`config.mk`:
```
export PLATFORM = sky130hd
export DESIGN_NAME = zdram_arb
export DESIGN_NICKNAME = d
export VERILOG_FILES = /design/src/rtl/zdram_pkg.sv /design/src/rtl/zdram_mux.sv /design/src/rtl/zdram_arb.sv
export SDC_FILE = /design/constraint.sdc
export NUM_CORES = 1
export LEC_CHECK = 0
export CAP_MARGIN = 20
export CORE_MARGIN = 10
export CORE_UTILIZATION = 43
export CTS_CLUSTER_DIAMETER = 30
export DETAILED_ROUTE_END_ITERATION = 16
export PLACE_DENSITY_LB_ADDON = 0.15
export SYNTH_ARGS = -nofsm -noshare
export SYNTH_HDL_FRONTEND = slang
export SYNTH_SLANG_ARGS = --single-unit
```
`constraint.sdc`:
```
create_clock -name clk -period 7.1 [get_ports clk]
set_clock_uncertainty 0.15 [all_clocks]
set_input_delay 0.71 -clock clk [delete_from_list [all_inputs] [get_ports clk]]
set_output_delay 0.71 -clock clk [all_outputs]
set_load 0.03 [all_outputs]
```
`src/rtl/zdram_pkg.sv`:
```
// Shared owner encodings, DRAM byte-select constants and bus widths for the
// ZX-style DRAM slot arbiter.
package zdram_pkg;

    localparam int ADDR_W = 21;
    localparam int DATA_W = 16;

    typedef enum logic [1:0] {
        OWN_IDLE = 2'd0,
        OWN_VID  = 2'd1,
        OWN_CPU  = 2'd2,
        OWN_DMA  = 2'd3
    } owner_t;

    localparam logic [1:0] BSEL_BOTH = 2'b11;
    localparam logic [1:0] BSEL_HI   = 2'b10;
    localparam logic [1:0] BSEL_LO   = 2'b01;

    // CPU writes touch one byte lane; everything else is a full word.
    function automatic logic [1:0] cpu_bsel(input logic rnw, input logic wrbsel);
        cpu_bsel = rnw ? BSEL_BOTH : (wrbsel ? BSEL_HI : BSEL_LO);
    endfunction

endpackage

```
`src/rtl/zdram_mux.sv`:
```
// DRAM command mux: selects the captured operands of the current slot owner.
// Idle slots present the parked command (addr 0, read, both bytes, data 0).
module zdram_mux
    import zdram_pkg::*;
(
    input  logic [1:0]        owner,
    input  logic [ADDR_W-1:0] vid_addr,
    input  logic [ADDR_W-1:0] cpu_addr,
    input  logic              cpu_rnw,
    input  logic              cpu_wrbsel,
    input  logic [7:0]        cpu_wrdata,
    input  logic [ADDR_W-1:0] dma_addr,
    input  logic              dma_rnw,
    input  logic [DATA_W-1:0] dma_wrdata,
    output logic [ADDR_W-1:0] addr,
    output logic              rnw,
    output logic [1:0]        bsel,
    output logic [DATA_W-1:0] wrdata
);

    always_comb begin
        addr   = '0;
        rnw    = 1'b1;
        bsel   = BSEL_BOTH;
        wrdata = '0;
        case (owner_t'(owner))
            OWN_VID: addr = vid_addr;
            OWN_CPU: begin
                addr   = cpu_addr;
                rnw    = cpu_rnw;
                bsel   = cpu_bsel(cpu_rnw, cpu_wrbsel);
                wrdata = {cpu_wrdata, cpu_wrdata};
            end
            OWN_DMA: begin
                addr   = dma_addr;
                rnw    = dma_rnw;
                wrdata = dma_wrdata;
            end
            default: ;
        endcase
    end

endmodule

```
`src/rtl/zdram_arb.sv`:
```
// Four-phase DRAM slot arbiter (video > CPU > DMA). The DMA port is only
// arbitrated when ZDRAM_ARB_DMA_EN is defined; otherwise it is inert.
module zdram_arb
    import zdram_pkg::*;
(
    input  logic              clk,
    input  logic              rst,
    input  logic              c0,
    input  logic              c1,
    input  logic              c2,
    input  logic              c3,
    input  logic              vid_req,
    input  logic [ADDR_W-1:0] vid_addr,
    output logic              vid_strobe,
    output logic [DATA_W-1:0] vid_rddata,
    input  logic              cpu_req,
    input  logic [ADDR_W-1:0] cpu_addr,
    input  logic              cpu_rnw,
    input  logic              cpu_wrbsel,
    input  logic [7:0]        cpu_wrdata,
    output logic              cpu_next,
    output logic              cpu_strobe,
    output logic              cpu_latch,
    output logic [DATA_W-1:0] cpu_rddata,
    input  logic              dma_req,
    input  logic [ADDR_W-1:0] dma_addr,
    input  logic              dma_rnw,
    input  logic [DATA_W-1:0] dma_wrdata,
    output logic              dma_next,
    output logic              dma_ack,
    output logic [DATA_W-1:0] dma_rddata,
    output logic              dram_req,
    output logic [ADDR_W-1:0] dram_addr,
    output logic              dram_rnw,
    output logic [1:0]        dram_bsel,
    output logic [DATA_W-1:0] dram_wrdata,
    input  logic [DATA_W-1:0] dram_rddata
);

    owner_t            owner, owner_nxt, grant;
    logic              dma_grant;
    logic [ADDR_W-1:0] vid_addr_q, cpu_addr_q, dma_addr_q;
    logic              cpu_rnw_q, cpu_wrbsel_q, dma_rnw_q;
    logic [7:0]        cpu_wrdata_q;
    logic [DATA_W-1:0] dma_wrdata_q;
    logic              cpu_rd_slot;
    logic              unused_c1;

    // c1 carries no action of its own; the slot is fully timed by c0/c2/c3.
    assign unused_c1   = c1;
    assign cpu_next    = !vid_req;
    assign dram_req    = c0 && (owner != OWN_IDLE);
    assign cpu_rd_slot = (owner == OWN_CPU) && cpu_rnw_q;

    always_comb begin
        grant = OWN_IDLE;
        if (vid_req)
            grant = OWN_VID;
        else if (cpu_req)
            grant = OWN_CPU;
        else if (dma_grant)
            grant = OWN_DMA;
    end

    // Ownership only changes on c3, so the command is stable for c0..c3.
    always_comb begin
        owner_nxt = owner;
        if (c3)
            owner_nxt = grant;
    end

    always_ff @(posedge clk or posedge rst) begin
        if (rst)
            owner <= OWN_IDLE;
        else
            owner <= owner_nxt;
    end

    always_ff @(posedge clk or posedge rst) begin
        if (rst) begin
            vid_addr_q   <= '0;
            cpu_addr_q   <= '0;
            cpu_rnw_q    <= 1'b1;
            cpu_wrbsel_q <= 1'b0;
            cpu_wrdata_q <= '0;
        end else if (c3) begin
            vid_addr_q   <= vid_addr;
            cpu_addr_q   <= cpu_addr;
            cpu_rnw_q    <= cpu_rnw;
            cpu_wrbsel_q <= cpu_wrbsel;
            cpu_wrdata_q <= cpu_wrdata;
        end
    end

    // Read data lands at the end of c2; strobes are therefore high during c3.
    always_ff @(posedge clk or posedge rst) begin
        if (rst) begin
            vid_rddata <= '0;
            cpu_rddata <= '0;
            vid_strobe <= 1'b0;
            cpu_strobe <= 1'b0;
            cpu_latch  <= 1'b0;
        end else begin
            vid_strobe <= c2 && (owner == OWN_VID);
            cpu_strobe <= c2 && cpu_rd_slot;
            if (c2 && (owner == OWN_VID))
                vid_rddata <= dram_rddata;
            if (c2 && cpu_rd_slot)
                cpu_rddata <= dram_rddata;
            if (c3 && (grant == OWN_CPU))
                cpu_latch <= 1'b0;
            else if (c2 && cpu_rd_slot)
                cpu_latch <= 1'b1;
        end
    end

`ifdef ZDRAM_ARB_DMA_EN
    assign dma_grant = dma_req;
    assign dma_next  = !vid_req && !cpu_req;

    always_ff @(posedge clk or posedge rst) begin
        if (rst) begin
            dma_addr_q   <= '0;
            dma_rnw_q    <= 1'b1;
            dma_wrdata_q <= '0;
        end else if (c3) begin
            dma_addr_q   <= dma_addr;
            dma_rnw_q    <= dma_rnw;
            dma_wrdata_q <= dma_wrdata;
        end
    end

    always_ff @(posedge clk or posedge rst) begin
        if (rst) begin
            dma_ack    <= 1'b0;
            dma_rddata <= '0;
        end else begin
            dma_ack <= c2 && (owner == OWN_DMA);
            if (c2 && (owner == OWN_DMA) && dma_rnw_q)
                dma_rddata <= dram_rddata;
        end
    end
`else
    logic unused_dma;
    assign unused_dma   = ^{dma_req, dma_addr, dma_rnw, dma_wrdata};
    assign dma_grant    = 1'b0;
    assign dma_next     = 1'b0;
    assign dma_ack      = 1'b0;
    assign dma_rddata   = '0;
    assign dma_addr_q   = '0;
    assign dma_rnw_q    = 1'b1;
    assign dma_wrdata_q = '0;
`endif

    zdram_mux u_mux (
        .owner      (owner),
        .vid_addr   (vid_addr_q),
        .cpu_addr   (cpu_addr_q),
        .cpu_rnw    (cpu_rnw_q),
        .cpu_wrbsel (cpu_wrbsel_q),
        .cpu_wrdata (cpu_wrdata_q),
        .dma_addr   (dma_addr_q),
        .dma_rnw    (dma_rnw_q),
        .dma_wrdata (dma_wrdata_q),
        .addr       (dram_addr),
        .rnw        (dram_rnw),
        .bsel       (dram_bsel),
        .wrdata     (dram_wrdata)
    );

endmodule

```
==> reports/qor.csv, run 1 <==
metric,value,unit
outcome,completed,
grt_usage,15.1,%
area_delta_synth_final,42.4,%
clkTransAtPathRegs,0.08,ns
viasPerCell,4.91,
wl_per_cell,18.7,um
syn-instance-count,285,
worstSetupPathType,register to output pin,
drt_iter0_drc,107,
final-max-slew-violation-count,0,
floorplan.initialDensity,44.6,%
via_count,2648,
die-area,13400,sq um
cp-end-kind,output pin,
grt_max_degree,57,
setup_viol,0,
layout_commonest_cell,clkdlybuf4s50_1,
ir_worst_vdd,0.125,mV
cp_slowest_cell,ha_1,
cts.path.max_buffers,2,
cts-resized-gates,0,
seq_area,2230,sq um
ys_ff_latch,89,
insertion_delay,0.34,ns
crit_path_cell_trace,inv_1 > ha_1 > a22oi_1 > nor2b_1 > clkdlybuf4s50_1,
p_per_area,268,nW/um^2
cts_buffers,9,
synth_area_per_cell,13.9,sq um
crit_path_max_fanout,22,
grt_pass1_wl,15.9,mm
n_fill_cell,713,
antenna_found_initial,0,
slowest_delay,0.80,ns
drt_wl_total,10.1,mm
worst_pin_slew,1.02,ns
dr.pass1.iters,4,
clockRootBuffer,clkbuf_8,
io_pins,210,
drive_above_1_share,24.8,%
die_x,116,um
hold_violations,0,
drc_errors,0,
pre_cts_ws,3.83,ns
grt_setup_unrepaired,false,
crit_arrival,2.76,ns
hold_path_class,register to register,
worst_slack,3.48,ns
cts.htree.levels,3,
clock.fmax,0.276,GHz
nNetsFinal,544,
yosys_warnings,0,
netlist_area,3950,sq um
die_h,116,um
whs,0.351,ns
critPathRequiredTime,6.24,ns
drv_cap,0,
global_route.overflow_total,0,
slew_headroom,31.9,%
yosysUniqueCellTypes,22,
numPortBuffers,151,
yosysTopAreaCellShare,55.7,%
diodes,0,
placeableCoreArea,8850,sq um
yosys.area.top_type,dfrtp_1,
start_kind,register,
cts.sinks,89,
cts_hold_buf,0,
cts_tree,built,
min_period_over_period,50.9,%
first_global_vias,2867,
seq_area_frac_synth,56.4,%
cts_setup_buffers,0,
ant_nets,0,
multiInputGateArea,1490,sq um
final_cell_mix,"clkdlybuf4s50_1, dfrtp_1, mux2_2",
row_count,34,
hpwl,7.49,mm
place_congestion,0.706,
p_leak,2.32,nW
period_needed,3.62,ns
tns,0,ns
synth.area.top_cells,"dfrtp_1, mux2_2, buf_4",
## state kept, by name (all words and copies together), names as in the netlist
name,count
cpu_rddata,16
cpu_rnw_q,1
cpu_addr_q,21
cpu_wrdata_q,8
owner,2
cpu_wrbsel_q,1
vid_strobe,1
cpu_latch,1
cpu_strobe,1
vid_addr_q,21
vid_rddata,16
## kinds of logic (layout without fill, tap and decap cells)
family                   count (synthesis)  after routing  share of synthesized area (%)
flip-flops                              89             89                           56.4
multiplexers                            84             84                           24.7
buffers and inverters                   47            176                           7.54
AND/OR/NAND/NOR                         37             37                           5.86
AO/OA/AOI/OAI                           24             24                           4.43
adder cells (fa/ha/maj)                  3              3                          0.950
other                                    1             18                         0.0949
## stage by stage
stage	power [mW]	cell area (sq um)	utilization, %	std cells
3_5_place_dp	1.18	5430	61.3	523
5_1_grt	1.59	5630	63.6	539
3_3_place_gp	1.16	5400	61.0	522
4_1_cts	1.53	5630	63.6	539
2_1_floorplan	0.953	4010	-	302
6_report	1.51	5630	63.6	539
## synth_stat cells, drive strengths merged
cell,count
and3,1
buf,35
or2,1
conb,1
nand2,2
and2,8
mux2,84
a22oi,21
clkbuf,7
nand2b,1
dfrtp,88
ha,3
dfstp,1
o21ai,2
inv,5
nand3b,2
o21a,1
nor2b,22
## report_power, final
group          switching (mW)  total (mW)  internal [mW]  leakage (nW)
Combinational           0.270       0.522          0.252          1.18
Clock                   0.174       0.346          0.173        0.0888
Sequential             0.0434       0.637          0.593          1.06
Total                   0.487        1.51           1.02          2.32
## area by class of cell
cell class | instances | area share (%)
clock buffers | 12 | 2.58
clock inverters | 4 | 0.934
inverters | 5 | 0.356
multi-input cells | 166 | 26.4
flip-flops and latches | 89 | 39.6
well taps | 108 | 2.40
repair buffers | 155 | 27.7
## path summary, 6_finish.rpt
check | from | to | slack, ns | depth (start not counted)
min in group asynchronous | rst | vid_rddata[8]$_DFFE_PP0P_ | 0.64 | 3
min reg2reg | cpu_wrdata_q[0]$_DFFE_PP0P_ | cpu_wrdata_q[0]$_DFFE_PP0P_ | 0.35 | 1
min | cpu_wrdata_q[0]$_DFFE_PP0P_ | cpu_wrdata_q[0]$_DFFE_PP0P_ | 0.35 | 1
max reg2reg | owner[0]$_DFFE_PP0P_ | cpu_rddata[14]$_DFFE_PP0P_ | 4.51 | 4
max | owner[1]$_DFFE_PP0P_ | dram_addr[19] | 3.48 | 5
max in group asynchronous | rst | cpu_rnw_q$_DFFE_PP1P_ | 5.48 | 4
## layer usage
metal	vias up	wire, um	track usage (%)
met1	1311	4040	17.4
met5	-	0	0
met4	0	119	5.00
li1	1221	-	-
met2	106	4820	24.3
met3	10	1110	7.03
## critical path: cells and delay by family, from the launching register on
| family | cells | cell delay (ns) |
|---|---|---|
| buffers and inverters | 2 | 0.82 |
| adder cells (fa/ha/maj) | 1 | 0.80 |
| flip-flops | 1 | 0.39 |
| AO/OA/AOI/OAI | 1 | 0.22 |
| AND/OR/NAND/NOR | 1 | 0.18 |
No activity file was read; power rests on OpenSTA's default activity.
==> run 2, diff against run 1 <==
--- a/config.mk
+++ b/config.mk
@@ -7,7 +7,7 @@
 export LEC_CHECK = 0
 export CAP_MARGIN = 20
 export CORE_MARGIN = 10
-export CORE_UTILIZATION = 43
+export CORE_UTILIZATION = 36
 export CTS_CLUSTER_DIAMETER = 30
 export DETAILED_ROUTE_END_ITERATION = 16
 export PLACE_DENSITY_LB_ADDON = 0.15
==> constraint.sdc (replaced) <==
create_clock -name clk -period 3.2 [get_ports clk]
set_clock_uncertainty 0.15 [all_clocks]
set_input_delay 0.32 -clock clk [delete_from_list [all_inputs] [get_ports clk]]
set_output_delay 0.32 -clock clk [all_outputs]
set_load 0.03 [all_outputs]
==> run 2 against run 1 <==
Against the previous run:
- flip-flop and latch count stayed put
- clock power is 110% higher
- core utilization is 11 points lower
- total power is 120% higher
- via count is 0.64% lower
- first-iteration DRC count is 1.9% higher
- register-to-register slack worse by 3.7 ns
- critical endpoint is now dram_addr[20]
==> reports/qor.csv, run 2 (synthesis results as in run 1) <==
metric,value,unit,change
area_delta_synth_final,44.4,%,
viasPerCell,4.57,,-7.0%
final-max-slew-violation-count,0,,unchanged
top_regs,"cpu_addr_q: 21 flops, vid_addr_q: 21 flops",,
period_needed,2.81,ns,
grt_setup_unrepaired,false,,
io_pins,210,,unchanged
placeableCoreArea,10800,sq um,+22%
ant_nets,0,,unchanged
setup_viol,0,,unchanged
ir_worst_vdd,0.254,mV,+100%
p_per_area,581,nW/um^2,+120%
hpwl,7.71,mm,+3.0%
grt_max_degree,37,,-35%
hold_path_class,input pin to asynchronous set/reset pin,,
insertion_delay,0.36,ns,+0.02 ns
wl_per_cell,17.9,um,-4.3%
nNetsFinal,549,,+0.92%
fin_cells,576,,+6.9%
whs,0.205,ns,-0.146 ns
die_h,125,um,+7.7%
cts_setup_buffers,0,,unchanged
hold_violations,0,,unchanged
clkTransAtPathRegs,0.09,ns,about the same
final_cell_mix,"clkdlybuf4s50_1, dfrtp_1, mux2_2",,
min_period_over_period,87.8,%,
cp.buffers_inverters,3,,+1
row_count,38,,+12%
cts.sinks,89,,unchanged
cts.path.max_buffers,2,,unchanged
clockRootBuffer,clkbuf_8,,
drv_cap,0,,unchanged
dpl.cell_count,560,,+7.1%
drc_errors,0,,unchanged
via_count,2631,,-0.64%
worstSetupPathType,register to output pin,,
cp_slowest_cell,clkdlybuf4s50_1,,
cts_hold_buf,0,,unchanged
drt_wl_total,10.3,mm,+2.3%
numPortBuffers,151,,unchanged
dr.pass1.iters,4,,unchanged
place_congestion,0.752,,+6.5%
first_global_vias,2947,,+2.8%
cts_tree,built,,
critical-path-top-delay-family,buffers and inverters,,
crit_arrival,2.34,ns,-0.42 ns
worst_pin_slew,0.673,ns,-0.349 ns
n_fill_cell,967,,+36%
drt_iter0_drc,109,,+1.9%
drive_above_1_share,25.9,%,+1.1 points
diodes,0,,unchanged
slew_headroom,55.1,%,+23 points
outcome,completed,,
crit_path_max_fanout,21,,-4.5%
clock.fmax,0.356,GHz,
start_kind,register,,
crit_path_cell_trace,inv_1 > ha_1 > buf_4 > a22oi_1 > nor2b_1 > clkdlybuf4s50_1,,
die-area,15600,sq um,+16%
global_route.overflow_total,0,,unchanged
layout_commonest_cell,clkdlybuf4s50_1,,
cts.htree.levels,3,,unchanged
cts-resized-gates,0,,unchanged
floorplan.initialDensity,36.6,%,-8.0 points
grt_usage,13.1,%,-2.0 points
slowest_delay,0.73,ns,-0.07 ns
die_x,125,um,+7.7%
critPathRequiredTime,2.73,ns,-3.51 ns
p_leak,2.36,nW,+1.7%
antenna_found_initial,0,,unchanged
grt_pass1_wl,16.4,mm,+3.2%
cts_buffers,9,,unchanged
tns,0,ns,unchanged
cp-end-kind,output pin,,
[run 2: cell types whose count changed in the layout (fill, tap and decap cells not counted)]
cell	before	now
buf_12	0	2
buf_16	1	0
buf_4	3	7
bufinv_16	1	0
clkbuf_1	2	1
clkbuf_8	10	13
clkinv_2	1	3
clkinvlp_4	3	0
[run 2: path summary, 6_finish.rpt]
check                           cells past startpoint                         from                     endpoint  slack, ns
min in group clk                                    1  cpu_wrdata_q[5]$_DFFE_PP0P_  cpu_wrdata_q[5]$_DFFE_PP0P_       0.35
worst min register to register                      1  cpu_wrdata_q[5]$_DFFE_PP0P_  cpu_wrdata_q[5]$_DFFE_PP0P_       0.35
max in group asynchronous                           3                          rst    cpu_addr_q[7]$_DFFE_PP0P_       2.08
worst max-delay path                                6         owner[1]$_DFFE_PP0P_                dram_addr[20]       0.39
worst min-delay path                                2                          rst    vid_rddata[1]$_DFFE_PP0P_       0.21
worst max register to register                      6         owner[0]$_DFFE_PP0P_    cpu_rddata[4]$_DFFE_PP0P_       0.84
[run 2: power breakdown]
part           internal (mW)  total (mW)  switching (mW)  leakage (nW)
registers               1.32        1.41          0.0976          1.06
logic                  0.564        1.16           0.594          1.20
clock network          0.366       0.743           0.377         0.102
[run 2: final cells by class]
cell class	count	area, sq um	share of cell area, %
Sequential cell	89	2230	39.1
Tap cell	140	175	3.07
Multi-Input combinational cell	166	1490	26.1
Inverter	5	20.0	0.351
Clock inverter	2	10.0	0.176
Clock buffer	14	183	3.20
Timing Repair Buffer	160	1600	28.0
[run 2: layer usage]
metal | vias up | global-route usage (%) | part of all wire (%)
met1 | 1277 | 15.3 | 43
met4 | 0 | 5.14 | 1.4
li1 | 1228 | - | -
met5 | - | 0 | 0
met3 | 11 | 6.04 | 11
met2 | 115 | 20.5 | 45
[run 2: metrics by stage]
step                setup slack (ns)  total power [mW]  util, %  cell area [sq um]
floorplan                      0.425              2.11        -               4010
global placement               0.789              2.60     51.1               5510
detailed placement             0.733              2.61     51.1               5510
CTS                            0.323              3.37     52.8               5700
global route                   0.188              3.49     52.8               5700
finish                         0.389              3.32     52.8               5700
[run 2: worst reg2reg max path, stage by stage (launching register included)]
cell,delay [ns]
dfrtp_1,0.39
inv_1,0.10
ha_1,0.17
buf_4,0.24
and3_1,0.55
buf_4,0.32
mux2_4,0.32
==> run 3, diff against run 2 <==
--- a/config.mk
+++ b/config.mk
@@ -6,7 +6,7 @@
 export NUM_CORES = 1
 export LEC_CHECK = 0
 export CAP_MARGIN = 20
-export CORE_MARGIN = 10
+export CORE_MARGIN = 2
 export CORE_UTILIZATION = 36
 export CTS_CLUSTER_DIAMETER = 30
 export DETAILED_ROUTE_END_ITERATION = 16
==> run 3 against run 2 <==
Against the previous run:
- global-route usage up 1.5 points
- combinational power about the same
- first-iteration DRC count down 21%
- core utilization down 0.21 points
- worst setup slack worse by 0.066 ns
- critical endpoint is now dram_addr[15]
- largest cell class unchanged
- highest routed layer unchanged
==> reports/qor.csv, run 3 (synthesis results as in run 1) <==
metric,value,unit,change
outcome,completed,,
start_kind,register,,
cts-resized-gates,0,,unchanged
clkTransAtPathRegs,0.09,ns,about the same
pre_cts_ws,0.626,ns,-0.107 ns
grt_setup_unrepaired,false,,
place_congestion,0.680,,-9.6%
dr.pass1.iters,4,,unchanged
crit_path_max_fanout,21,,unchanged
worstSetupPathType,register to output pin,,
tns,0,ns,unchanged
grt_usage,14.6,%,+1.5 points
layout_commonest_cell,clkdlybuf4s50_1,,
critical_path.startpoint,owner[1]$_DFFE_PP0P_,,
wl_per_cell,15.1,um,-16%
p_leak,2.33,nW,-1.2%
first_global_vias,2697,,-8.5%
die-area,11800,sq um,-24%
cts_buffers,9,,unchanged
min_period_over_period,89.9,%,+2.1 points
antenna_found_initial,0,,unchanged
slew_headroom,57.0,%,+1.8 points
ant_nets,0,,unchanged
p_total,3.32,mW,about the same
area_delta_synth_final,43.8,%,
top_regs,"cpu_addr_q: 21 flops, vid_addr_q: 21 flops",,
cp-end-kind,output pin,,
period_needed,2.88,ns,+0.0659 ns
final_cell_mix,"clkdlybuf4s50_1, dfrtp_1, mux2_2",,
hold_violations,0,,unchanged
viasPerCell,4.61,,+1.0%
floorplan.initialDensity,36.6,%,unchanged
insertion_delay,0.34,ns,-0.02 ns
cts_hold_buf,0,,unchanged
n_fill_cell,972,,+0.52%
drt_wl_total,8.67,mm,-16%
cts_tree,built,,
nNetsFinal,547,,-0.36%
numPortBuffers,151,,unchanged
io_pins,210,,unchanged
placeableCoreArea,10800,sq um,unchanged
row_count,38,,unchanged
crit_arrival,2.41,ns,+0.07 ns
via_count,2649,,+0.68%
drv_cap,0,,unchanged
global_route.overflow_total,0,,unchanged
utilization,52.6,%,-0.21 points
die_x,109,um,-13%
worst_pin_slew,0.646,ns,-0.0271 ns
clock.fmax,0.348,GHz,-2.3%
cts_setup_buffers,0,,unchanged
cts.path.max_buffers,2,,unchanged
grt_pass1_wl,13.4,mm,-19%
cts.htree.levels,3,,unchanged
cts.sinks,89,,unchanged
final_area,5680,sq um,-0.39%
die_h,109,um,-13%
worst_slack,0.323,ns,-0.0659 ns
grt_max_degree,59,,+59%
drc_errors,0,,unchanged
p_per_area,584,nW/um^2,+0.43%
r2r_start,owner[0]$_DFFE_PP0P_,,
hpwl,6.02,mm,-22%
critPathRequiredTime,2.73,ns,about the same
seq_area,2230,sq um,unchanged
multiInputGateArea,1490,sq um,unchanged
drive_above_1_share,25.3,%,-0.57 points
clockRootBuffer,clkbuf_8,,
drt_iter0_drc,86,,-21%
ir_worst_vdd,0.286,mV,+12%
diodes,0,,unchanged
postPlaceCellArea,5480,sq um,-0.50%
setup_viol,0,,unchanged
hold_path_class,input pin to asynchronous set/reset pin,,
final-max-slew-violation-count,0,,unchanged
[run 3: cell types whose count changed in the layout (fill, tap and decap cells not counted)]
cell,delta
buf_12,-1
buf_4,-1
bufinv_16,+1
clkbuf_1,+1
clkbuf_8,-3
clkinv_2,-2
clkinvlp_4,+3
[run 3: cell type report]
type                    instances  share of cell area (%)
multi-input cells             166                    26.2
well taps                     140                    3.08
clock buffers                  12                    2.56
clock inverters                 4                   0.925
flip-flops and latches         89                    39.2
repair buffers                158                    27.7
inverters                       5                   0.352
[run 3: metal layers]
| metal | share of wire, % | wire length, um | track usage, % | up-vias |
|---|---|---|---|---|
| li1 | - | - | - | 1228 |
| met1 | 42 | 3680 | 18.1 | 1307 |
| met2 | 47 | 4100 | 24.2 | 107 |
| met3 | 9.3 | 803 | 4.72 | 7 |
| met4 | 0.96 | 83 | 4.95 | 0 |
| met5 | 0 | 0 | 0 | - |
[run 3: final timing paths]
check	slack, ns	to	cells past startpoint
min in group clk	0.35	cpu_latch$_DFFE_PP0P_	1
worst min register to register	0.35	cpu_latch$_DFFE_PP0P_	1
worst max register to register	1.00	cpu_rddata[10]$_DFFE_PP0P_	6
worst min-delay path	0.19	cpu_rddata[13]$_DFFE_PP0P_	2
worst max-delay path	0.32	dram_addr[15]	4
max in group asynchronous	1.99	cpu_rnw_q$_DFFE_PP1P_	3
[run 3: worst max-delay path, stage by stage (launching register included)]
cell and delay [ns]:
dfrtp_1 0.36, inv_1 0.08, ha_1 0.70, nor2b_1 0.22
clkdlybuf4s50_1 0.71
[run 3: per-stage QoR]
step,std cells,hold slack [ns]
3_3_place_gp,558,0.326
2_1_floorplan,302,0.291
3_5_place_dp,558,0.331
4_1_cts,574,0.184
6_report,574,0.186
5_1_grt,574,0.221
[run 3: power breakdown]
part / switching, mW / total [mW] / internal [mW] / leakage [nW]
clock network: 0.381 / 0.765 / 0.383 / 0.0888
logic: 0.581 / 1.14 / 0.560 / 1.19
registers: 0.0940 / 1.41 / 1.32 / 1.06
